**src/rtl/quad2pos.sv**
```systemverilog
// quad2pos: quadrature decoder with input synchronizer, per-bit glitch filter,
// Gray-step decode and a clamped or wrapping position register.
module quad2pos #(
  parameter int SYNC_STAGES = 2,
  parameter int FILTER_LEN  = 4,
  parameter int POS_WIDTH   = 8,
  parameter int POS_MIN     = 0,
  parameter int POS_MAX     = 255,
  parameter int POS_RESET   = 128,
  parameter bit CLAMP       = 1
) (
  input  logic                 CLK,
  input  logic                 reset,
  input  logic [1:0]           quad,
  input  logic                 clear,
  output logic [POS_WIDTH-1:0] pos,
  output logic                 step_left,
  output logic                 step_right,
  output logic                 dir,
  output logic                 err
);
  localparam int CW = $clog2(FILTER_LEN + 1);
  localparam int PW = POS_WIDTH + 1;
  localparam logic [PW-1:0] PMIN = PW'(POS_MIN);
  localparam logic [PW-1:0] PMAX = PW'(POS_MAX);
  localparam logic [CW-1:0] FLAST = CW'(FILTER_LEN - 1);
  localparam logic [POS_WIDTH-1:0] PRST = POS_WIDTH'(POS_RESET);

  typedef enum logic {INIT, RUN} state_t;

  state_t                 state_q;
  logic [1:0]             sync_q [SYNC_STAGES];
  logic [SYNC_STAGES-1:0] fill_q;
  logic [1:0]             filt_q, prev_q, s, ip, ic, delta;
  logic [CW-1:0]          cnt_q [2];
  logic [POS_WIDTH-1:0]   pos_q, pos_d;
  logic [PW-1:0]          pw, up, dn;
  logic                   run, right, left, bad, settled, hi, lo;
  logic                   sl_q, sr_q, dir_q, err_q;

  assign s = sync_q[SYNC_STAGES-1];

  always_ff @(posedge CLK or posedge reset)
    if (reset) begin
      for (int i = 0; i < SYNC_STAGES; i++) sync_q[i] <= '0;
      fill_q <= '0;
    end else begin
      sync_q[0] <= quad;
      for (int i = 1; i < SYNC_STAGES; i++) sync_q[i] <= sync_q[i-1];
      fill_q <= {fill_q[SYNC_STAGES-2:0], 1'b1};
    end

  always_ff @(posedge CLK or posedge reset)
    if (reset) begin
      filt_q   <= '0;
      cnt_q[0] <= '0;
      cnt_q[1] <= '0;
    end else begin
      for (int i = 0; i < 2; i++)
        if (s[i] == filt_q[i]) cnt_q[i] <= '0;
        else if (cnt_q[i] == FLAST) begin
          filt_q[i] <= s[i];
          cnt_q[i]  <= '0;
        end else cnt_q[i] <= cnt_q[i] + 1'b1;
    end

  // Gray pair mapped to a 0..3 phase; phase delta 1 = right, 3 = left, 2 = illegal
  always_comb begin
    run     = state_q == RUN;
    ip      = {prev_q[0], prev_q[1] ^ prev_q[0]};
    ic      = {filt_q[0], filt_q[1] ^ filt_q[0]};
    delta   = ic - ip;
    right   = run && delta == 2'd1;
    left    = run && delta == 2'd3;
    bad     = run && delta == 2'd2;
    settled = fill_q[SYNC_STAGES-1] && cnt_q[0] == '0 && cnt_q[1] == '0 && s == filt_q;
    pw      = {1'b0, pos_q};
    up      = pw + 1'b1;
    dn      = pw - 1'b1;
    hi      = up > PMAX;
    lo      = dn[PW-1] || dn < PMIN;
    pos_d   = clear ? PRST
            : right ? (hi ? (CLAMP ? pos_q : PMIN[POS_WIDTH-1:0]) : up[POS_WIDTH-1:0])
            : left  ? (lo ? (CLAMP ? pos_q : PMAX[POS_WIDTH-1:0]) : dn[POS_WIDTH-1:0])
            : pos_q;
  end

  // INIT leaves only once the sync chain is filled and both filters agree with it
  always_ff @(posedge CLK or posedge reset)
    if (reset) begin
      state_q <= INIT;
      prev_q  <= '0;
      pos_q   <= PRST;
      sl_q    <= 1'b0;
      sr_q    <= 1'b0;
      err_q   <= 1'b0;
      dir_q   <= 1'b0;
    end else begin
      pos_q <= pos_d;
      sr_q  <= right;
      sl_q  <= left;
      err_q <= bad;
      if (right || left) dir_q <= right;
      if (run || settled) begin
        prev_q  <= filt_q;
        state_q <= RUN;
      end
    end

  assign pos        = pos_q;
  assign step_left  = sl_q;
  assign step_right = sr_q;
  assign dir        = dir_q;
  assign err        = err_q;
endmodule
```
**config.mk**
```make
export PLATFORM = sky130hd
export DESIGN_NAME = quad2pos
export DESIGN_NICKNAME = d
export VERILOG_FILES = /design/src/rtl/quad2pos.sv
export SDC_FILE = /design/constraint.sdc
export NUM_CORES = 1
export LEC_CHECK = 0
export CORE_MARGIN = 2
export CORE_UTILIZATION = 45
export CTS_CLUSTER_DIAMETER = 100
export DETAILED_ROUTE_END_ITERATION = 16
export GPL_TIMING_DRIVEN = 0
export PLACE_DENSITY_LB_ADDON = 0.15
export SYNTH_ARGS = -nofsm -noshare
export SYNTH_HDL_FRONTEND = slang
export SYNTH_SLANG_ARGS = --single-unit
```
**constraint.sdc**
```tcl
create_clock -name CLK -period 2.8 [get_ports CLK]
set_clock_uncertainty 0.05 [all_clocks]
set_input_delay 0.7 -clock CLK [delete_from_list [all_inputs] [get_ports CLK]]
set_output_delay 0.7 -clock CLK [all_outputs]
set_load 0.02 [all_outputs]
```
-- Word-level counts from Yosys, hierarchy flattened
Index checks and enable logic that the tools add are counted.
- add/sub/neg operators: 5
- $lt $le $gt $ge: 2
- equality and inequality tests: 10
- muxes and demuxes: 9
- bitwise logic cells: 4
- reduce and logical (&&, ||, !) cells: 15
- operators by type and width (kind ; count):
    two-way mux 8 bit ; 5
    two-way mux 3 bit ; 4
    adder 8 x 1 -> 9 bit, second input constant ; 1
    greater-than comparator 9 x 8 -> 1 bit, second input constant ; 1
    less-than comparator 9 x 1 -> 1 bit, second input constant ; 1
    subtractor 8 x 1 -> 9 bit, second input constant ; 1
    adder 3 x 1 -> 3 bit, second input constant ; 2
    == test 3 x 2 -> 1 bit, second input constant ; 2
    logical AND 1 bit ; 6
    logical NOT 3 bit ; 2
    != test 3 bit, second input constant ; 2
    == test 2 bit, second input constant ; 2
    AND reduction 2 bit ; 2
    logical OR 1 bit ; 3
    AND reduction 3 bit ; 1
    nonzero test 3 bit ; 1
    == test 1 bit ; 2
    == test 2 x 1 -> 1 bit, second input constant ; 1
    == test 2 bit ; 1
    inverter 1 bit ; 2
    subtractor 2 bit ; 1
    XOR 1 bit ; 2
- bits in registers: 29
- output and inout port bits: 12
- logic and storage cells: 59

-- Depth between registers and ports, before layout
- depth in word-level cells: 7
- depth in mapped cells: 8
- mapped depth without buffers: 8

-- Least setup slack after synthesis
Ideal clock, no wire load.
- path kind: reg2reg
- start point: register filt_q[0]
- end point: register pos_q[0], in the netlist pos[0]
- setup time: 0.125 ns
- data arrival time: 2.186 ns
- data required time: 2.625 ns
- slack: 0.439 ns
- cell stages (with the launch flop): 9
- buffers on the path: 1
- period minus slack after synthesis: 2.361 ns
- cell sequence: dfrtp_1 > xnor2_1 > ha_1 > nor2b_1 > o21ai_0 > a22oi_2 > o21a_1 > buf_6 > mux2_4
- longest elaborated chain between the ends: 6
- ends and longest elaborated chain (what ; line ; RTL):
    start, declared ; 34 ; logic [1:0] filt_q, prev_q, s, ip, ic, delta;
    start signal, assigned by index ; 62 ; filt_q[i] <= s[i];
    XOR 1 bit ; 71 ; ic = {filt_q[0], filt_q[1] ^ filt_q[0]};
    subtractor 2 bit * ; 72 ; delta = ic - ip;
    == test 2 x 1 -> 1 bit / == test 2 bit (equally long branches) ; 73, 74 ;
    logical AND 1 bit, on equally long branches ; 73, 74 ;
    != test 3 bit (no line) (tied with other cells) ; n/a ;
    AND reduction 3 bit (no line) / two-way mux 8 bit (equally long branches) ; n/a ;
    end signal, assigned ; 99 ; pos_q <= pos_d;
    end, declared ; 36 ; logic [POS_WIDTH-1:0] pos_q, pos_d;
Every way passes the cells marked *; elsewhere a longest branch is shown, timed or not.
A chain may end at the register's enable or synchronous reset.

-- Worst setup path in the final report
Ends and elaborated chain as after synthesis.

==> impl_results.md <==
- Status: finished clean
- Final WL: just over 3 mm
- ANT nets after route: 0
- Die Wd: 63.6 um
- CTS Sinks: 29
- Global-route usage over all layers: 18.0%
- Total power: 2.62 mW
- Core region area: 0.00336 sq mm
- Cell area after synthesis: 0.00160 sq mm
- Synthesized net count: between 150 and 200
- CP Buf/Inv Count: 1
- CTS Root Cell: clkbuf_4
- Max Slew Vio Count: 0
- Die area: roughly 0.004 sq mm
- Diode count: 0
- Critical path class: flop to flop
- Area leader, netlist: dfrtp_1
- Seq cells post-synth: 29
- Slew HR: 28.5%
- Most instantiated cells after synthesis: dfrtp_1 (28), inv_1 (14), nor2_1 (11)
- Cell Pwr Density: 1390 mW/mm^2
- Dpl hpwl: 2.26 mm
- Final Hold Fails: 0
- Remaining DRCs: 0
- Final setup violation count: 0
- IO Port Bufs: 16
- Num rows: 21
- Largest net degree at the start of global routing: 30
- Hold Crit Start: fill_q[0]
- Vias in the first global route: 1,227
- Post-synthesis cell count: 148
- Detailed-route via count: 1,199
- Critical Path RT: 2.97 ns
- Starting Density: 47.5%
- Post-synth top flop: dfrtp_1
- Hold crit path type: flop to flop
- End of the critical path: pos[0]
- Gpl congestion: 0.957
- RSZ-0062 raised after global routing: no
- Post-synth EDFFs: 0
- Synth unique cells: 51
- Slew of the pin with the lowest slew margin: between 1 and 1.5 ns
- RR Startpoint: filt_q[0]
- Max Clk Rate: about 390 MHz
- Crit path cell chain: xnor2_1 > ha_1 > nor2b_2 > o21ai_0 > a22oi_2 > o21a_1 > buf_6 > mux2_4
- Reg clk slew, reported paths: around 0.090 ns
- Synth-to-Final Area Change: 18.3%
- CP max FO: 8
- WL per Instance: 14.3 um
- Count leader, synth: dfrtp_1
- Leak: between 0.8 and 0.9 nW
- IO Pins: 17
- Setup TNS: 0 ns
- H-tree Lvls: 2
- Flop2flop setup slack: 0.24 ns
- Reg2reg end: pos[0]
- CP Capture Type: flop
- Area after DPL: 0.00181 sq mm
- CP Depth: 8
- Fin crit share: between 90% and 100%
- Register area share after synthesis: 45.5%
- Top-area cell type share of the netlist area: between 40% and 50%
- Crit-path max cell delay: 0.46 ns
- R2R cell count: 8
- Top cells by area, synth: dfrtp_1 (44%), ha_1 (6.3%), inv_1 (3.3%)
- Initial antenna violation count: 0
- CTS Buffer Depth: 2
- Top cell family by delay on the critical path: compound AO/OA/AOI/OAI gates
- Post-CTS setup buffer count: 0
- Layout Utilization: 56.2%
- CTS tree: yes
- Maxcap violations: 0
- DRT Pass-1 Iters: 4
- Die height: 63.6 um
- DR vias/cell: 5.53
- CP startpoint kind: flop
- Worst EP arrival: 2.73 ns
- GRT overflow: 0
- VDD IR max: 0.754 mV
- Clock buffer count from CTS: 5
- CP Launch Point: filt_q[0]
- Layout cell share with drive strength beyond 1: between 10% and 20%
- Avg Cell Area, Syn: around 11 sq um
- Global-route wire length before repair: 5.64 mm
- Final worst path period need: approximately 2.6 ns
- Clk Latency, worst-skew pair: 0.33 ns
- First DRT Iteration DRCs: 40
- Asr flop ratio synth: 100%
- CP max stage cell: dfrtp_1
- WHS: 0.302 ns
- Final Net Count: 184
- Fillers: 326
- Final Instance Area: 0.00189 sq mm
- Yosys Warn Count: 0
==> routing by layer <==
metal  global-route usage, %  up-vias  wire length (um)
met2                    27.6       44              1410
met4                    7.34        0                57
met1                    24.1      574              1430
met5                       0        -                 0
li1                        -      575                 -
met3                    4.64        6               204
==> report_power, final <==
part / internal (mW) / leakage (nW) / total, mW / switching (mW)
Combinational: 0.716 / 0.437 / 1.62 / 0.902
Clock: 0.182 / 0.0410 / 0.324 / 0.143
Sequential: 0.559 / 0.359 / 0.679 / 0.120
Total: 1.46 / 0.838 / 2.62 / 1.16
==> worst reg2reg max path: stages (launching register included) <==
cell,delay (ns)
dfrtp_1,0.46
xnor2_1,0.16
ha_1,0.33
nor2b_2,0.29
o21ai_0,0.18
a22oi_2,0.34
o21a_1,0.20
buf_6,0.14
mux2_4,0.30
==> layout by cell type, fill, tap and decap left out, drive strengths merged, types with 3 or more instances in the layout <==
master,n
clkdlybuf4s50,16
ha,8
o221ai,5
nor3,7
nor2b,5
o21ai,3
nor2,11
nand3,6
inv,15
clkbuf,7
xnor2,4
o21a,3
mux2,5
nand2,9
o2111ai,3
dfrtp,28
buf,3
==> cells by family after synthesis <==
kind of cell    count (synthesis)  share of synthesized area [%]
simple gates                   49                           16.9
flops                          29                           45.5
mux                             7                           5.02
xor+xnor                        8                           6.35
other cells                     1                          0.235
buf+inv                        20                           5.41
fa+ha+maj                       8                           6.27
compound gates                 26                           14.3
==> timing repair <==
action / CTS / global route
setup endpoints to repair: 0 / 1
hold endpoints to repair: 0 / 0
hold buffers: 0 / 0
resized for setup: 0 / 1
==> sequential cells by signal (all words and copies together) (netlist names) <==
register	count
fill_q	2
err	1
run	1
pos	8
cnt_q	6
dir	1
filt_q	2
s	2
prev_q	2
step_right	1
sync_q	2
step_left	1
==> metrics by stage <==
step	worst slack [ns]	instances
after CTS	0.0693	217
after global placement	0.142	210
after floorplan	0.439	148
after global routing	0.113	217
final	0.236	217
after detailed placement	0.0970	210
==> worst min path at each step <==
| stage | endpoint | slack, ns | depth (start not counted) |
|---|---|---|---|
| 6_report | fill_q[1] | 0.30 | 0 |
| 2_1_floorplan | fill_q[1] | 0.28 | 0 |
| 4_1_cts | s[1] | 0.31 | 0 |
| 3_3_place_gp | fill_q[1] | 0.28 | 0 |
| 3_5_place_dp | s[1] | 0.28 | 0 |
| 5_1_grt | s[1] | 0.31 | 0 |
==> final cells by class <==
class,instances,area [sq um],share of cell area (%)
Sequential cell,29,727,38.5
Multi-Input combinational cell,99,786,41.6
Clock inverter,2,35.0,1.85
Clock buffer,5,37.5,1.99
Buffer,5,30.0,1.59
Inverter,15,56.3,2.98
Tap cell,46,57.6,3.05
Timing Repair Buffer,16,160,8.48
Power figures use the tool's default switching activity.
==> edit (same flow settings) <==
Add an input register stage for `quad` and `clear`, cleared by the reset; this delays them by one clock.
--- a/src/rtl/quad2pos.sv
+++ b/src/rtl/quad2pos.sv
@@ -28,6 +28,19 @@
 
   typedef enum logic {INIT, RUN} state_t;
 
+  logic [1:0] quad_q;
+  logic clear_q;
+
+  always_ff @(posedge CLK or posedge reset) begin
+    if (reset) begin
+      quad_q  <= '0;
+      clear_q <= '0;
+    end else begin
+      quad_q  <= quad;
+      clear_q <= clear;
+    end
+  end
+
   state_t                 state_q;
   logic [1:0]             sync_q [SYNC_STAGES];
   logic [SYNC_STAGES-1:0] fill_q;
@@ -45,7 +58,7 @@
       for (int i = 0; i < SYNC_STAGES; i++) sync_q[i] <= '0;
       fill_q <= '0;
     end else begin
-      sync_q[0] <= quad;
+      sync_q[0] <= quad_q;
       for (int i = 1; i < SYNC_STAGES; i++) sync_q[i] <= sync_q[i-1];
       fill_q <= {fill_q[SYNC_STAGES-2:0], 1'b1};
     end
@@ -79,7 +92,7 @@
     dn      = pw - 1'b1;
     hi      = up > PMAX;
     lo      = dn[PW-1] || dn < PMIN;
-    pos_d   = clear ? PRST
+    pos_d   = clear_q ? PRST
             : right ? (hi ? (CLAMP ? pos_q : PMIN[POS_WIDTH-1:0]) : up[POS_WIDTH-1:0])
             : left  ? (lo ? (CLAMP ? pos_q : PMAX[POS_WIDTH-1:0]) : dn[POS_WIDTH-1:0])
             : pos_q;
Behaviour: not the same (Yosys sat finds a counterexample within 10 cycles, from zero or initial values and one cycle with reset high).
==> edit against the original RTL <==
  * Cell area grew 8.5%
  * Critical path type unchanged
  * Setup slack got worse by 0.049 ns
  * Critical path depth shrank 1
  * Sequential cell count grew 3
  * Synthesized cell count is 0.68% higher
  * Sequential share of layout area up 0.63 points
  * Highest routed layer unchanged
  * Synthesized area increased by 7.7%
  * Routed wire length is 2.4% higher
Power is not shown: default switching activity piles up to over one toggle a cycle in this logic, so the estimate is an artifact.
==> edit: results (changes against the original RTL) <==
* Filler instances at 310 (was 326)
* R2R Path Start: pos[0]$_DFFE_PP0P_ (was filt_q[0]$_DFFE_PP0P_)
* Placed Cells at 213 (was 210)
* DP HPWL at 2.25 mm (was 2.26 mm)
* Share of cells above drive strength 1 at 19.1% (was 17.0%)
* Post-Route WL at 3.18 mm (was 3.10 mm)
* CTS Root Buffer Type: clkbuf_8 (was clkbuf_4)
* Layout Nets at 185 (was 184)
* Critical Path Max Stage Delay at 0.49 ns (was 0.46 ns)
* First-pass GRT wire length at 5.42 mm (was 5.64 mm)
* Seq/Total Area, Yosys at 46.7% (was 45.5%)
* Number of global-route vias before repair at 1173 (was 1227)
* Crit-path leading delay family: adder cells (was compound AO/OA/AOI/OAI gates)
* Hold_sp: sync_q[3]$_DFF_PP0_ (was fill_q[0]$_DFF_PP0_)
* R2r setup slk at 0.19 ns (was 0.24 ns)
* R2R depth at 7 (was 8)
* Overall Global Routing Usage at 16.6% (was 18.0%)
* Hold endpoint: s[1]$_DFF_PP0_ (was fill_q[1]$_DFF_PP0_)
* Largest net degree at the start of global routing at 33 (was 30)
* Vias per Instance at 5.36 (was 5.53)
* Clock transition at the registers of the reported paths at 0.07 ns (was 0.09 ns)
* Commonest cells post-synth: dfrtp_1 (31), nor3_1 (9), ha_1 (8), inv_1 (8), nor2_1 (8) (was dfrtp_1 (28), inv_1 (14), nor2_1 (11))
* Netlist cell types at 53 (was 51)
* WL per Instance at 14.4 um (was 14.3 um)
* Placed cell area at 1940 um2 (was 1810 um2)
* Status: finished clean (unchanged)
* Synth Net Count at 162 (was 161)
* Synth top area cells: dfrtp_1 (45%), ha_1 (5.8%), nor3_1 (2.6%), mux2_1 (2.6%), nor2b_1 (2.5%) (was dfrtp_1 (44%), ha_1 (6.3%), inv_1 (3.3%), mux2_2 (2.8%), nor2_1 (2.6%))
* Final Wtd Congestion at 0.849 (was 0.957)
* Later-pin clock latency in the skew report at 0.28 ns (was 0.33 ns)
* Worst reg2reg endpoint: pos[3]$_DFFE_PP0P_ (was pos[0]$_DFFE_PP0P_)
* Async SR Flop Fraction at 100% (unchanged)
* DRT iter0 DRCs at 74 (was 40)
* Synth Instances at 149 (was 148)
* Slew @ Worst Pin at 1.17 ns (was 1.07 ns)
* Minimum clock period at 2.61 ns (was 2.56 ns)
edit: cell types whose count changed in the layout (fill, tap and decap cells not counted), moves of 4 or more:
| cell | change |
|---|---|
| clkbuf_4 | -5 |
| clkbuf_8 | +5 |
| inv_1 | -6 |
| mux2_1 | +4 |
| nand2_1 | -4 |
| o221ai_1 | -4 |
edit: cells by family (layout without fill, tap and decap cells):
| group | Yosys count | count (layout) | synth area share (%) |
|---|---|---|---|
| compound gates | 22 | 22 | 10.4 |
| xor+xnor | 7 | 7 | 4.44 |
| fa+ha+maj | 9 | 9 | 6.40 |
| buf+inv | 13 | 37 | 4.95 |
| flops | 32 | 32 | 46.7 |
| mux | 7 | 7 | 4.51 |
| other cells | 1 | 1 | 0.218 |
| simple gates | 58 | 58 | 22.4 |
edit: final cells by class:
class | count | share of cell area, %
Clock inverter | 3 | 2.07
Buffer | 4 | 2.50
Tap cell | 48 | 2.93
Inverter | 9 | 1.65
Sequential cell | 32 | 39.1
Clock buffer | 5 | 3.36
Multi-Input combinational cell | 104 | 40.6
Timing Repair Buffer | 16 | 7.81
edit: metrics by stage:
step / hold slack [ns] / util [%]
floorplan: 0.281 / -
CTS: 0.300 / 56.0
global placement: 0.282 / 53.0
global route: 0.312 / 56.0
finish: 0.299 / 56.0
detailed placement: 0.286 / 53.0
edit: routing by layer:
metal	share of wire (%)	GRT usage, %	up-vias
li1	-	-	579
met1	47	21.2	569
met2	47	27.4	33
met3	5.5	4.43	4
met4	0.66	5.21	0
met5	0	0	-
